## config.mk

```make
export PLATFORM = sky130hd
export DESIGN_NAME = clk_gate_ctrl_flat
export DESIGN_NICKNAME = d
export VERILOG_FILES = /design/src/rtl/clk_gate_pkg.sv /design/src/rtl/clk_gate_ctrl_if.sv /design/src/rtl/sat_cnt.sv /design/src/rtl/clk_gate_ctrl.sv /design/src/flat_wrapper.sv
export SDC_FILE = /design/constraint.sdc
export NUM_CORES = 1
export LEC_CHECK = 0
export ABC_AREA = 1
export CAP_MARGIN = 20
export CORE_MARGIN = 3
export CORE_UTILIZATION = 54
export CTS_CLUSTER_SIZE = 8
export DETAILED_ROUTE_END_ITERATION = 16
export PLACE_DENSITY = 0.8
export SLEW_MARGIN = 20
export SYNTH_ARGS = -nofsm -noshare
export SYNTH_HDL_FRONTEND = slang
export SYNTH_SLANG_ARGS = --single-unit
export TNS_END_PERCENT = 100
```

## constraint.sdc

```tcl
create_clock -name clk -period 2.4 [get_ports clk]
set_input_delay 0.48 -clock clk [delete_from_list [all_inputs] [get_ports clk]]
set_output_delay 0.48 -clock clk [all_outputs]
set_load 0.1 [all_outputs]
```

## src/rtl/clk_gate_pkg.sv

```systemverilog
// Shared types and helpers for the clock-gate enable controller.
package clk_gate_pkg;

  typedef enum logic [1:0] {
    RUN      = 2'd0,
    IDLE_CNT = 2'd1,
    GATED    = 2'd2,
    WAKE     = 2'd3
  } state_e;

  // Number of bits needed to index v distinct values (ceil(log2(v))).
  function automatic int unsigned clog2(input int unsigned v);
    int unsigned r;
    r = 0;
    while ((64'd1 << r) < 64'(v)) r = r + 1;
    return r;
  endfunction

endpackage

```

## src/rtl/clk_gate_ctrl_if.sv

```systemverilog
// Activity/wake inputs and enable/status outputs of the clock-gate controller.
interface clk_gate_ctrl_if #(
  parameter int unsigned GCNT_W = 16
);
  logic              gate_en_i;
  logic              busy_i;
  logic              req_i;
  logic              en_ip_o;
  logic              clk_rdy_o;
  logic              gated_o;
  logic              wake_ack_o;
  logic [GCNT_W-1:0] gate_cnt_o;

  modport master (
    output gate_en_i, busy_i, req_i,
    input  en_ip_o, clk_rdy_o, gated_o, wake_ack_o, gate_cnt_o
  );

  modport slave (
    input  gate_en_i, busy_i, req_i,
    output en_ip_o, clk_rdy_o, gated_o, wake_ack_o, gate_cnt_o
  );
endinterface

```

## src/rtl/sat_cnt.sv

```systemverilog
// Saturating up-counter with synchronous clear; holds at all-ones.
module sat_cnt #(
  parameter int unsigned W = 16
) (
  input  logic         clk,
  input  logic         rst,
  input  logic         clr_i,
  input  logic         inc_i,
  output logic [W-1:0] cnt_o
);
  logic [W-1:0] cnt_q, cnt_d;

  always_comb begin
    cnt_d = cnt_q;
    if (clr_i) begin
      cnt_d = '0;
    end else if (inc_i && (cnt_q != '1)) begin
      cnt_d = cnt_q + W'(1);
    end
  end

  always_ff @(posedge clk) begin
    if (rst) cnt_q <= '0;
    else     cnt_q <= cnt_d;
  end

  assign cnt_o = cnt_q;
endmodule

```

## src/rtl/clk_gate_ctrl.sv

```systemverilog
// Idle-detect / wake controller producing a glitch-free registered clock enable.
module clk_gate_ctrl
  import clk_gate_pkg::*;
#(
  parameter int unsigned IDLE_CYC = 16,
  parameter int unsigned WAKE_CYC = 2,
  parameter int unsigned GCNT_W   = 16
) (
  input  logic            clk,
  input  logic            rst,
  clk_gate_ctrl_if.slave  bus
);
  localparam int unsigned CNT_MAX = (IDLE_CYC > WAKE_CYC) ? IDLE_CYC : WAKE_CYC;
  localparam int unsigned CW      = clog2(CNT_MAX + 1);
  localparam logic [CW-1:0] IDLE_LAST = CW'(IDLE_CYC);
  localparam logic [CW-1:0] WAKE_LAST = CW'(WAKE_CYC);

  state_e        state_q, state_d;
  logic [CW-1:0] cnt_q, cnt_d, cnt_inc;
  logic          en_q, en_d;
  logic          rdy_q, rdy_d;
  logic          gated_q, gated_d;
  logic          ack_q, ack_d;
  logic          idle;
  logic          enter_gated;

  assign idle    = bus.gate_en_i & ~bus.busy_i & ~bus.req_i;
  assign cnt_inc = cnt_q + CW'(1);

  always_ff @(posedge clk) begin
    if (rst) begin
      state_q <= RUN;
      cnt_q   <= '0;
      en_q    <= 1'b1;
      rdy_q   <= 1'b1;
      gated_q <= 1'b0;
      ack_q   <= 1'b0;
    end else begin
      state_q <= state_d;
      cnt_q   <= cnt_d;
      en_q    <= en_d;
      rdy_q   <= rdy_d;
      gated_q <= gated_d;
      ack_q   <= ack_d;
    end
  end

  // Outputs are decoded from the next state so every flop switches on the same edge.
  always_comb begin
    state_d     = state_q;
    cnt_d       = cnt_q;
    ack_d       = 1'b0;
    en_d        = 1'b1;
    rdy_d       = 1'b1;
    gated_d     = 1'b0;
    enter_gated = 1'b0;

    case (state_q)
      RUN: begin
        if (idle) begin
          if (IDLE_CYC == 1) begin
            state_d = GATED;
            cnt_d   = '0;
          end else begin
            state_d = IDLE_CNT;
            cnt_d   = CW'(1);
          end
        end
      end
      IDLE_CNT: begin
        if (!idle) begin
          state_d = RUN;
          cnt_d   = '0;
        end else if (cnt_inc == IDLE_LAST) begin
          state_d = GATED;
          cnt_d   = '0;
        end else begin
          cnt_d = cnt_inc;
        end
      end
      GATED: begin
        if (!idle) begin
          state_d = WAKE;
          cnt_d   = '0;
        end
      end
      WAKE: begin
        if (cnt_inc == WAKE_LAST) begin
          state_d = RUN;
          cnt_d   = '0;
          ack_d   = 1'b1;
        end else begin
          cnt_d = cnt_inc;
        end
      end
      default: begin
        state_d = RUN;
        cnt_d   = '0;
      end
    endcase

    case (state_d)
      GATED: begin
        en_d    = 1'b0;
        rdy_d   = 1'b0;
        gated_d = 1'b1;
      end
      WAKE:    rdy_d = 1'b0;
      default: ;
    endcase

    enter_gated = (state_d == GATED) && (state_q != GATED);
  end

  sat_cnt #(
    .W (GCNT_W)
  ) u_gate_cnt (
    .clk   (clk),
    .rst   (rst),
    .clr_i (1'b0),
    .inc_i (enter_gated),
    .cnt_o (bus.gate_cnt_o)
  );

  assign bus.en_ip_o    = en_q;
  assign bus.clk_rdy_o  = rdy_q;
  assign bus.gated_o    = gated_q;
  assign bus.wake_ack_o = ack_q;
endmodule

```

## src/flat_wrapper.sv

```systemverilog
// flat-port wrapper written by rule: the top's interface ports become plain ports
module clk_gate_ctrl_flat import clk_gate_pkg::*;
#(
  parameter int unsigned IDLE_CYC = 16,
  parameter int unsigned WAKE_CYC = 2,
  parameter int unsigned GCNT_W   = 16
)
  (clk, rst, bus_gate_en_i, bus_busy_i, bus_req_i, bus_en_ip_o, bus_clk_rdy_o, bus_gated_o, bus_wake_ack_o, bus_gate_cnt_o);
  clk_gate_ctrl_if #(.GCNT_W(GCNT_W)) bus_i ();
  input  logic clk;
  input  logic rst;
  input wire logic [$bits(bus_i.gate_en_i)-1:0] bus_gate_en_i;
  input wire logic [$bits(bus_i.busy_i)-1:0] bus_busy_i;
  input wire logic [$bits(bus_i.req_i)-1:0] bus_req_i;
  output wire logic [$bits(bus_i.en_ip_o)-1:0] bus_en_ip_o;
  output wire logic [$bits(bus_i.clk_rdy_o)-1:0] bus_clk_rdy_o;
  output wire logic [$bits(bus_i.gated_o)-1:0] bus_gated_o;
  output wire logic [$bits(bus_i.wake_ack_o)-1:0] bus_wake_ack_o;
  output wire logic [$bits(bus_i.gate_cnt_o)-1:0] bus_gate_cnt_o;
  assign bus_i.gate_en_i = bus_gate_en_i;
  assign bus_i.busy_i = bus_busy_i;
  assign bus_i.req_i = bus_req_i;
  assign bus_en_ip_o = bus_i.en_ip_o;
  assign bus_clk_rdy_o = bus_i.clk_rdy_o;
  assign bus_gated_o = bus_i.gated_o;
  assign bus_wake_ack_o = bus_i.wake_ack_o;
  assign bus_gate_cnt_o = bus_i.gate_cnt_o;
  clk_gate_ctrl #(.IDLE_CYC(IDLE_CYC), .WAKE_CYC(WAKE_CYC), .GCNT_W(GCNT_W)) u_core (.clk(clk), .rst(rst), .bus(bus_i));
endmodule
```

---- Word-level counts from Yosys, hierarchy flattened ----
Cells that the tools add are included.
word-level totals
  register bits ........................... 27
  latch bits .............................. 0
  bits in writable memories ............... 0
  bits in read-only memories .............. 0
  bits of input ports ..................... 5
  output and inout port bits .............. 20
  logic and storage cells ................. 47
  memories ................................ 0
operators by class
  $add $sub $neg .......................... 2
  $mul .................................... 0
  div/mod/pow operators ................... 0
  $lt $le $gt $ge ......................... 0
  equality and inequality tests ........... 11
  shifts and indexed selects .............. 0
  multiplexer cells ....................... 16
  bitwise logic cells ..................... 5
  reduce and logical (&&, ||, !) cells .... 6
operators with widths
  kind                     count
  $mux W5                  5
  $pmux W5 S4              1
  $add A16 B1 Y16 const B  1
  $ne A16 B16 Y1 const B   1
  $mux W2                  5
  $eq A2 B2 Y1 const B     4
  $pmux W2 S4              1
  $add A5 B1 Y5 const B    1
  $eq A5 B2 Y1 const B     1
  $eq A5 B5 Y1 const B     1
  $mux W1                  4
  $ne A2 B2 Y1 const B     2
  $reduce_or A2 Y1         2
  $not A1 Y1               3
  $and A1 B1 Y1            2
  $eq A2 B1 Y1 const B     1
  $logic_and A1 B1 Y1      2
  $logic_not A2 Y1         1
  $ne A2 B1 Y1 const B     1
  $reduce_and A2 Y1        1

---- Logic depth before layout (Yosys ltp) ----
Gate-level depths: netlist (run 1).
  depth in word-level cells ............... 8
  depth in mapped cells ................... 10
  mapped depth without buffers ............ 10

---- By module ----
From an unflattened synthesis (run 1), not the netlist that was laid out.
unflattened totals
  cells, all modules ...................... 245
  area, all modules ....................... 1657.8 µm²
modules (own cells, without submodules)
  module         instances  cells an instance  area each (µm²)  seq. area each (µm²)
  sat_cnt        1          156                1004.7           320.3
  clk_gate_ctrl  1          89                 653.1            220.2

---- Worst setup path after synthesis (run 1) ----
OpenSTA, ideal clock, no wires.
  path type ............................... reg-to-reg
  start ................................... register u_core.u_gate_cnt.cnt_q[1], in the netlist u_core.u_gate_cnt.cnt_o[1]
  end ..................................... register u_core.u_gate_cnt.cnt_q[5], in the netlist u_core.u_gate_cnt.cnt_o[5]
  setup time .............................. 70 ps
  arrival ................................. 2362 ps
  data required time ...................... 2330 ps
  slack ................................... -32 ps
  stages on the path, launching flop included .. 11
  path buffers ............................ 1
  period minus slack after synthesis ...... 2432 ps
  path through ............................ dfxtp_1 -> ha_1 -> nand2_1 -> nor2_4 -> nand2_4 -> nor2_4 -> nand2_4 -> nand3_4 -> buf_12 -> nand2_2 -> a21oi_2
on the way
  longest elaborated chain between the ends .. 2
  elaborated cells on any way between the ends .. 3
  those cells by class .................... add/sub: 1; eq/ne: 1; reduce/logical: 1
ends and longest elaborated chain
  element                                                                  RTL line       RTL
  start, declared                                                          sat_cnt.sv:11  logic [W-1:0] cnt_q, cnt_d;
  start signal, assigned                                                   sat_cnt.sv:24  else cnt_q <= cnt_d;
  parallel branches: the longest is 2 deep, another holds $add A16 B1 Y16  n/a
Parallel ways; which one is timed is not known.
A chain may end at the register's enable or synchronous reset.

---- Worst setup path after layout (run 1) ----
  start ................................... register u_core.cnt_q[0]
  end ..................................... register u_core.u_gate_cnt.cnt_q[3], in the netlist u_core.u_gate_cnt.cnt_o[3]
on the way
  longest elaborated chain between the ends .. 8
  elaborated cells on any way between the ends .. 10
  those cells by class .................... add/sub: 1; eq/ne: 3; mux: 4; reduce/logical: 2
ends and longest elaborated chain
  element                  RTL line              RTL
  start, declared          clk_gate_ctrl.sv:19   logic [CW-1:0] cnt_q, cnt_d, cnt_inc;
  start signal, assigned   clk_gate_ctrl.sv:40   cnt_q <= cnt_d;
  $add A5 B1 Y5 (*)        clk_gate_ctrl.sv:28   assign cnt_inc = cnt_q + CW'(1);
  $eq A5 B5 Y1             clk_gate_ctrl.sv:74   end else if (cnt_inc == IDLE_LAST) begin
  $mux W2                  clk_gate_ctrl.sv:74
  $mux W2                  clk_gate_ctrl.sv:71   if (!idle) begin
  $pmux W2 S4 (*)          clk_gate_ctrl.sv:58   case (state_q)
  $eq A2 B2 Y1 (*)         clk_gate_ctrl.sv:112  enter_gated = (state_d == GATED) && (state_q != GATED);
  $logic_and A1 B1 Y1 (*)  clk_gate_ctrl.sv:112
  $logic_and A1 B1 Y1 (*)  sat_cnt.sv:17         end else if (inc_i && (cnt_q != '1)) begin
Every way passes the cells marked *; elsewhere a longest branch is shown, timed or not.

==> results of run 1 <==
[power groups by stage]
| stage | Clock, mW | Combinational (mW) | Sequential (mW) |
|---|---|---|---|
| finish | 0.194 | 0.0310 | 0.453 |
| floorplan | 0 | 0.0184 | 0.462 |
| detailed placement | 0 | 0.0311 | 0.463 |
| global placement | 0 | 0.0306 | 0.463 |
| CTS | 0.203 | 0.0311 | 0.454 |
| global route | 0.219 | 0.0348 | 0.454 |
[cells in the mapped netlist, drive strengths merged]
master / count / area share (%)
dfxtp: 27 / 32
nor2: 22 / 6.9
o211ai: 1 / 0.45
nand3b: 2 / 0.90
xnor2: 4 / 2.5
clkbuf: 2 / 0.45
ha: 4 / 3.0
nand2: 68 / 17
nor3: 4 / 1.9
a21oi: 22 / 8.8
o21ai: 4 / 1.2
nand4: 15 / 5.6
xor2: 7 / 3.7
buf: 4 / 2.2
and2: 1 / 0.37
inv: 27 / 6.0
nand3: 20 / 6.7
[cells in the final DEF, fill, tap and decap left out, types with 3 or more instances in the layout]
cell and n:
xnor2_1 3, nor2_1 17, nand2_1 59, buf_4 22, nand4_1 15, a21oi_2 10
nand3_1 19, ha_1 4, dfxtp_1 25, nor2_4 4, inv_1 27, o21ai_0 4
clkdlybuf4s50_1 4, nand2_2 7, nor3_1 3, xor2_1 7, clkbuf_4 3, a21oi_1 12
[per-stage QoR]
stage               instance area [um^2]  cells
global placement                    1880    285
global route                        1910    289
finish                              1910    289
detailed placement                  1880    285
floorplan                           1680    234
CTS                                 1910    289
[registers in the layout, indices dropped and copies added, names as in the netlist]
name and flops:
u_core.bus.gated_o 1, u_core.bus.clk_rdy_o 1, u_core.state_q 2, u_core.bus.wake_ack_o 1, u_core.bus.en_ip_o 1, u_core.cnt_q 5
u_core.u_gate_cnt.cnt_o 16
[worst reg2reg max path, delay by kind of cell, from the launching register on]
family          cells  cell delay, ns
fa+ha+maj           1            0.28
compound gates      1            0.05
flops               1            0.51
simple gates        5            0.95
buf+inv             1            0.09
[logic make-up after synthesis]
logic type | count (synthesis) | synth area share [%]
flip-flops | 27 | 32.2
buffers and inverters | 33 | 8.66
adder cells (fa/ha/maj) | 4 | 2.99
XOR/XNOR | 11 | 6.19
AND/OR/NAND/NOR | 132 | 39.5
AO/OA/AOI/OAI | 27 | 10.4
[metal layers]
metal	share of wire, %	routed length, um	up-vias	GRT usage (%)
li1	-	-	812	-
met1	46	1610	684	26.1
met4	0.51	18	0	3.64
met3	4.9	171	2	3.72
met2	49	1710	37	36.9
met5	0	0	-	0
[layout make-up]
| cell class | count | area share, % |
|---|---|---|
| Timing Repair Buffer | 26 | 10.8 |
| Multi-Input combinational cell | 174 | 52.0 |
| Sequential cell | 27 | 28.5 |
| Clock buffer | 4 | 1.38 |
| Tap cell | 31 | 2.04 |
| Inverter | 27 | 5.32 |
[final timing paths]
path | depth (start not counted) | to | start | slack, ns
worst max-delay path | 8 | u_core.u_gate_cnt.cnt_o[3] | u_core.cnt_q[0] | 0.42
worst min-delay path | 2 | u_core.cnt_q[4] | u_core.cnt_q[4] | 0.49
worst max register to register | 8 | u_core.u_gate_cnt.cnt_o[3] | u_core.cnt_q[0] | 0.42
worst min register to register | 2 | u_core.cnt_q[4] | u_core.cnt_q[4] | 0.49
==> summary.txt, run 1 <==
Die
  • DIE AREA: 3810 um^2
  • Die height: 61.7 um
  • Initial core utilization: 58.8%
  • Rows: 19
  • Die W: 61.7 um
  • I/O pin count: 25
  • Core area: 2850 um^2

GRT
  • Antenna violations before repair: 0
  • Largest net degree at the start of global routing: 24
  • Vias in the first global route: 1363
  • GRT overflow: 0
  • First-pass GRT wire length: 5970 um
  • GRT Resource Usage Total: 20.6%

STA
  • Max-slew violations: 0
  • Max frequency: 505 MHz
  • Final hold vios: 0
  • Min Clock Period, post-route: 1.98 ns
  • Rel. slew slack: 76.6%
  • Worst setup margin: 0.421 ns
  • Final number of setup-violating endpoints: 0
  • Fin Setup TNS: 0 ns
  • Unrepaired setup endpoints after global routing: false
  • Period utilization: 82.5%
  • Actual slew at the worst max-slew pin: 0.348 ns
  • Max Clock Skew: 0.00507 ns
  • Hold_ws: 0.494 ns

Clocking
  • Clk Latency, worst-skew pair: 0.32 ns
  • Hold Buf Count CTS: 0
  • CTS max path bufs: 2
  • H-tree Lvls: 1
  • Post-CTS Setup Bufs: 0
  • Clock Tree Root: clkbuf_4
  • CTS sink cnt: 27
  • Clock-pin slew on the worst setup and hold paths: 0.14 ns
  • CTS tree: done
  • Total CTS buffers: 3
  • Post-CTS sizing: 0

Critical path
  • Worst path required time: 2.62 ns
  • Kind of critical path: flip-flop to flip-flop
  • Worst EP arrival: 2.20 ns
  • Crit start category: flip-flop
  • CP peak stage delay: 0.51 ns
  • CP top delay family: simple AND/OR/NAND/NOR gates
  • Critical path's slowest cell: dfxtp_1
  • Worst path buffer plus inverter count: 1
  • Most used cell along the critical path: nand2_1
  • CP endpoint kind: flip-flop
  • Crit-path max FO: 16
  • Critical-path cell list: ha_1 > nand4_1 > nand2_1 > inv_1 > nor2_4 > nand3_4 > nand2_1 > a21oi_2

Route
  • Routed length per placed instance: 12.2 um
  • Routed WL: 3510 um
  • 1st-pass router iterations: 4
  • Vias: 1535
  • DRC: 0
  • Iteration-0 DRC Markers: 58
  • Avg Vias per Cell: 5.31
  • Routed Antenna Nets: 0

Finish
  • # fillers: 271
  • Layout Nets: 268
  • Layout area overhead: 13.7%
  • FF/Latch Area: 543 um^2
  • Layout cell share with drive strength beyond 1: 20.9%
  • Footprint of the multi-input gates: 991 um^2
  • N_diodes: 0
  • Fin util: 66.8%

Yosys
  • Cell area after synthesis: 1680 um^2
  • Flops & latches, synth: 27
  • Cells after Synth: 234
  • Cell variety after synth: 28
  • Syn. warnings: 0
  • Syn_area_per_cell: 7.16 um^2
  • Sequential fraction of the synthesis area: 32.2%
  • Post-synthesis net count: 243

Power
  • Overall power: 0.678 mW
  • P_sw: 0.152 mW
  • Logic pwr share: 4.6%
  • Internal power: 0.527 mW
  • IR drop worst, VDD: 347 uV
  • Leakage: 0.742 nW
  • Seq pwr share: 66.8%
  • Power Dens Cells: 356 nW/um^2
  • Clock power share: 28.6%
  • Sw frac: 22.4%

Place
  • Setup WS pre-CTS: 0.171 ns
  • IO buf count: 24
  • GPL Wtd Cong: 0.825
  • DP Wirelength: 2620 um

Hold path
  • Worst hold path type: flip-flop to flip-flop

Outcome
  • Status: completed

Flow run
  • Max-Cap Viols: 0
Power figures use the tool's default switching activity.
==> run 2, diff against run 1 <==
Clock period 2.4 ns to 1.95 ns, I/O delays scaled along.
==> summary.txt, run 2 (same netlist as run 1, synthesis figures left out) <==
GRT
  • GRT Resource Usage Total: 21.4% (+0.82 points)
  • Antenna violations before repair: 0 (unchanged)
  • GRT overflow: 0 (unchanged)
  • Vias in the first global route: 1444 (+5.9%)
  • Largest net degree at the start of global routing: 21 (-13%)
  • First-pass GRT wire length: 6210 um (+4.1%)

Critical path
  • Crit-path max FO: 8 (-8)
  • Critical R2R Launch: u_core.u_gate_cnt.cnt_o[0]
  • Worst R2R End: u_core.u_gate_cnt.cnt_o[13]
  • Worst EP arrival: 2.08 ns (-0.12 ns)
  • Crit start category: primary input
  • Number of cells on the worst reg-to-reg path: 9 (+1)
  • Kind of critical path: primary input to flip-flop
  • Reg-to-reg slack, setup: 0.23 ns (-0.19 ns)
  • Worst Setup SP: bus_gate_en_i
  • CP endpoint kind: flip-flop
  • Worst path required time: 2.22 ns (-0.40 ns)

Finish
  • Layout Nets: 275 (+2.6%)
  • Largest register FFs: 16 (unchanged)
  • N_diodes: 0 (unchanged)
  • Layout cell share with drive strength beyond 1: 27.2% (+6.2 points)
  • Most common cell after layout, fill and taps aside: nand2_1
  • Fin util: 70.6% (+3.8 points)
  • Most frequent cells in the layout: nand2_1, inv_1, buf_4, nand3_1, nor2_1
  • Layout area overhead: 20.1%
  • Finished Layout Cells: 296 (+2.4%)

Clocking
  • CTS sink cnt: 27 (unchanged)
  • Post-CTS Setup Bufs: 0 (unchanged)
  • CTS tree: done
  • Clock Tree Root: clkbuf_4
  • Post-CTS sizing: 0 (unchanged)
  • CTS max path bufs: 2 (unchanged)
  • Total CTS buffers: 3 (unchanged)
  • Clk Latency, worst-skew pair: 0.33 ns (about the same)
  • Clock-pin slew on the worst setup and hold paths: 0.14 ns (about the same)
  • Hold Buf Count CTS: 0 (unchanged)
  • H-tree Lvls: 1 (unchanged)

Die
  • I/O pin count: 25 (unchanged)
  • Core area: 2850 um^2 (unchanged)
  • Die height: 61.7 um (unchanged)
  • Initial core utilization: 58.8% (unchanged)
  • Die W: 61.7 um (unchanged)
  • Rows: 19 (unchanged)
  • DIE AREA: 3810 um^2 (unchanged)

Power
  • Leakage: 0.794 nW (+7.0%)
  • Power Dens Cells: 418 nW/um^2 (+17%)
  • Overall power: 0.841 mW (+24%)
  • IR drop worst, VDD: 286 uV (-18%)

Route
  • Iteration-0 DRC Markers: 68 (+17%)
  • 1st-pass router iterations: 4 (unchanged)
  • Routed Antenna Nets: 0 (unchanged)
  • Avg Vias per Cell: 5.27 (-0.77%)
  • DRC: 0 (unchanged)
  • Vias: 1560 (+1.6%)
  • Routed WL: 3660 um (+4.1%)
  • Routed length per placed instance: 12.4 um (+1.6%)

Hold path
  • Worst hold path type: flip-flop to flip-flop
  • Worst hold start: u_core.cnt_q[4]
  • WHS Path Cells: 2 (unchanged)
  • Hold Path Sink: u_core.cnt_q[4]

STA
  • Actual slew at the worst max-slew pin: 0.287 ns (-0.0608 ns)
  • Final number of setup-violating endpoints: 0 (unchanged)
  • Worst setup margin: 0.137 ns (-0.284 ns)
  • Rel. slew slack: 81.0% (+4.5 points)
  • Hold_ws: 0.500 ns (+0.00575 ns)
  • Max Clock Skew: 0.00532 ns (+0.000257 ns)
  • Max-slew violations: 0 (unchanged)
  • Period utilization: 93.0%
  • Unrepaired setup endpoints after global routing: false
  • Min Clock Period, post-route: 1.81 ns
  • Final hold vios: 0 (unchanged)
  • Max frequency: 551 MHz

Place
  • GPL Wtd Cong: 0.880 (+6.8%)
  • Cell count after placement: 292 (+2.5%)
  • Setup WS pre-CTS: -0.221 ns (-0.392 ns)
  • DP Wirelength: 2750 um (+4.7%)
  • IO buf count: 24 (unchanged)

Flow run
  • Max-Cap Viols: 0 (unchanged)

Outcome
  • Status: completed
## run 2: changes by cell type in the layout (fill, tap and decap cells not counted), sizes merged
cell / change
buf: +7
## run 2: final cells by class
| type | instances | area (um^2) |
|---|---|---|
| clock buffer | 4 | 26.3 |
| tap | 31 | 38.8 |
| timing repair buffer | 33 | 295 |
| multi-input combinational | 174 | 991 |
| sequential | 27 | 562 |
| inverter | 27 | 101 |
| fill | 240 | 838 |
## run 2: worst max-delay path by stage
| stage | slack, ns | end | cells after the start |
|---|---|---|---|
| global route | 0.03 | u_core.u_gate_cnt.cnt_o[1] | 9 |
| floorplan | 0.006 | u_core.u_gate_cnt.cnt_o[4] | 6 |
| global placement | -0.11 | u_core.u_gate_cnt.cnt_o[1] | 9 |
| detailed placement | -0.22 | u_core.u_gate_cnt.cnt_o[1] | 9 |
| CTS | 0.13 | u_core.u_gate_cnt.cnt_o[1] | 9 |
| finish | 0.14 | u_core.u_gate_cnt.cnt_o[1] | 9 |
## run 2: through the flow
stage | setup TNS [ns] | area (um^2)
after floorplan | 0 | 1700
after global placement | -1.28 | 1990
after detailed placement | -2.92 | 1990
after CTS | 0 | 2010
after global routing | 0 | 2010
final | 0 | 2010
## run 2: critical path, stage by stage
cell and delay, ns:
clkdlybuf4s50_1 0.45, inv_1 0.03, nor3_1 0.18, inv_1 0.16
nor3_4 0.24, inv_1 0.12, nor2_4 0.23, nand3_1 0.12
a21oi_2 0.13
## run 2: metal layers
metal  vias up  GRT usage (%)  part of all wire (%)
li1        824              -                     -
met2        35           35.6                    48
met3         6           3.93                   4.4
met1       695           27.5                    46
met5         -              0                     0
met4         0           8.48                   1.4
## run 2: where the power goes
group	internal, mW	switching [mW]
Combinational	0.0164	0.0261
Clock	0.0802	0.166
Sequential	0.551	0.00176
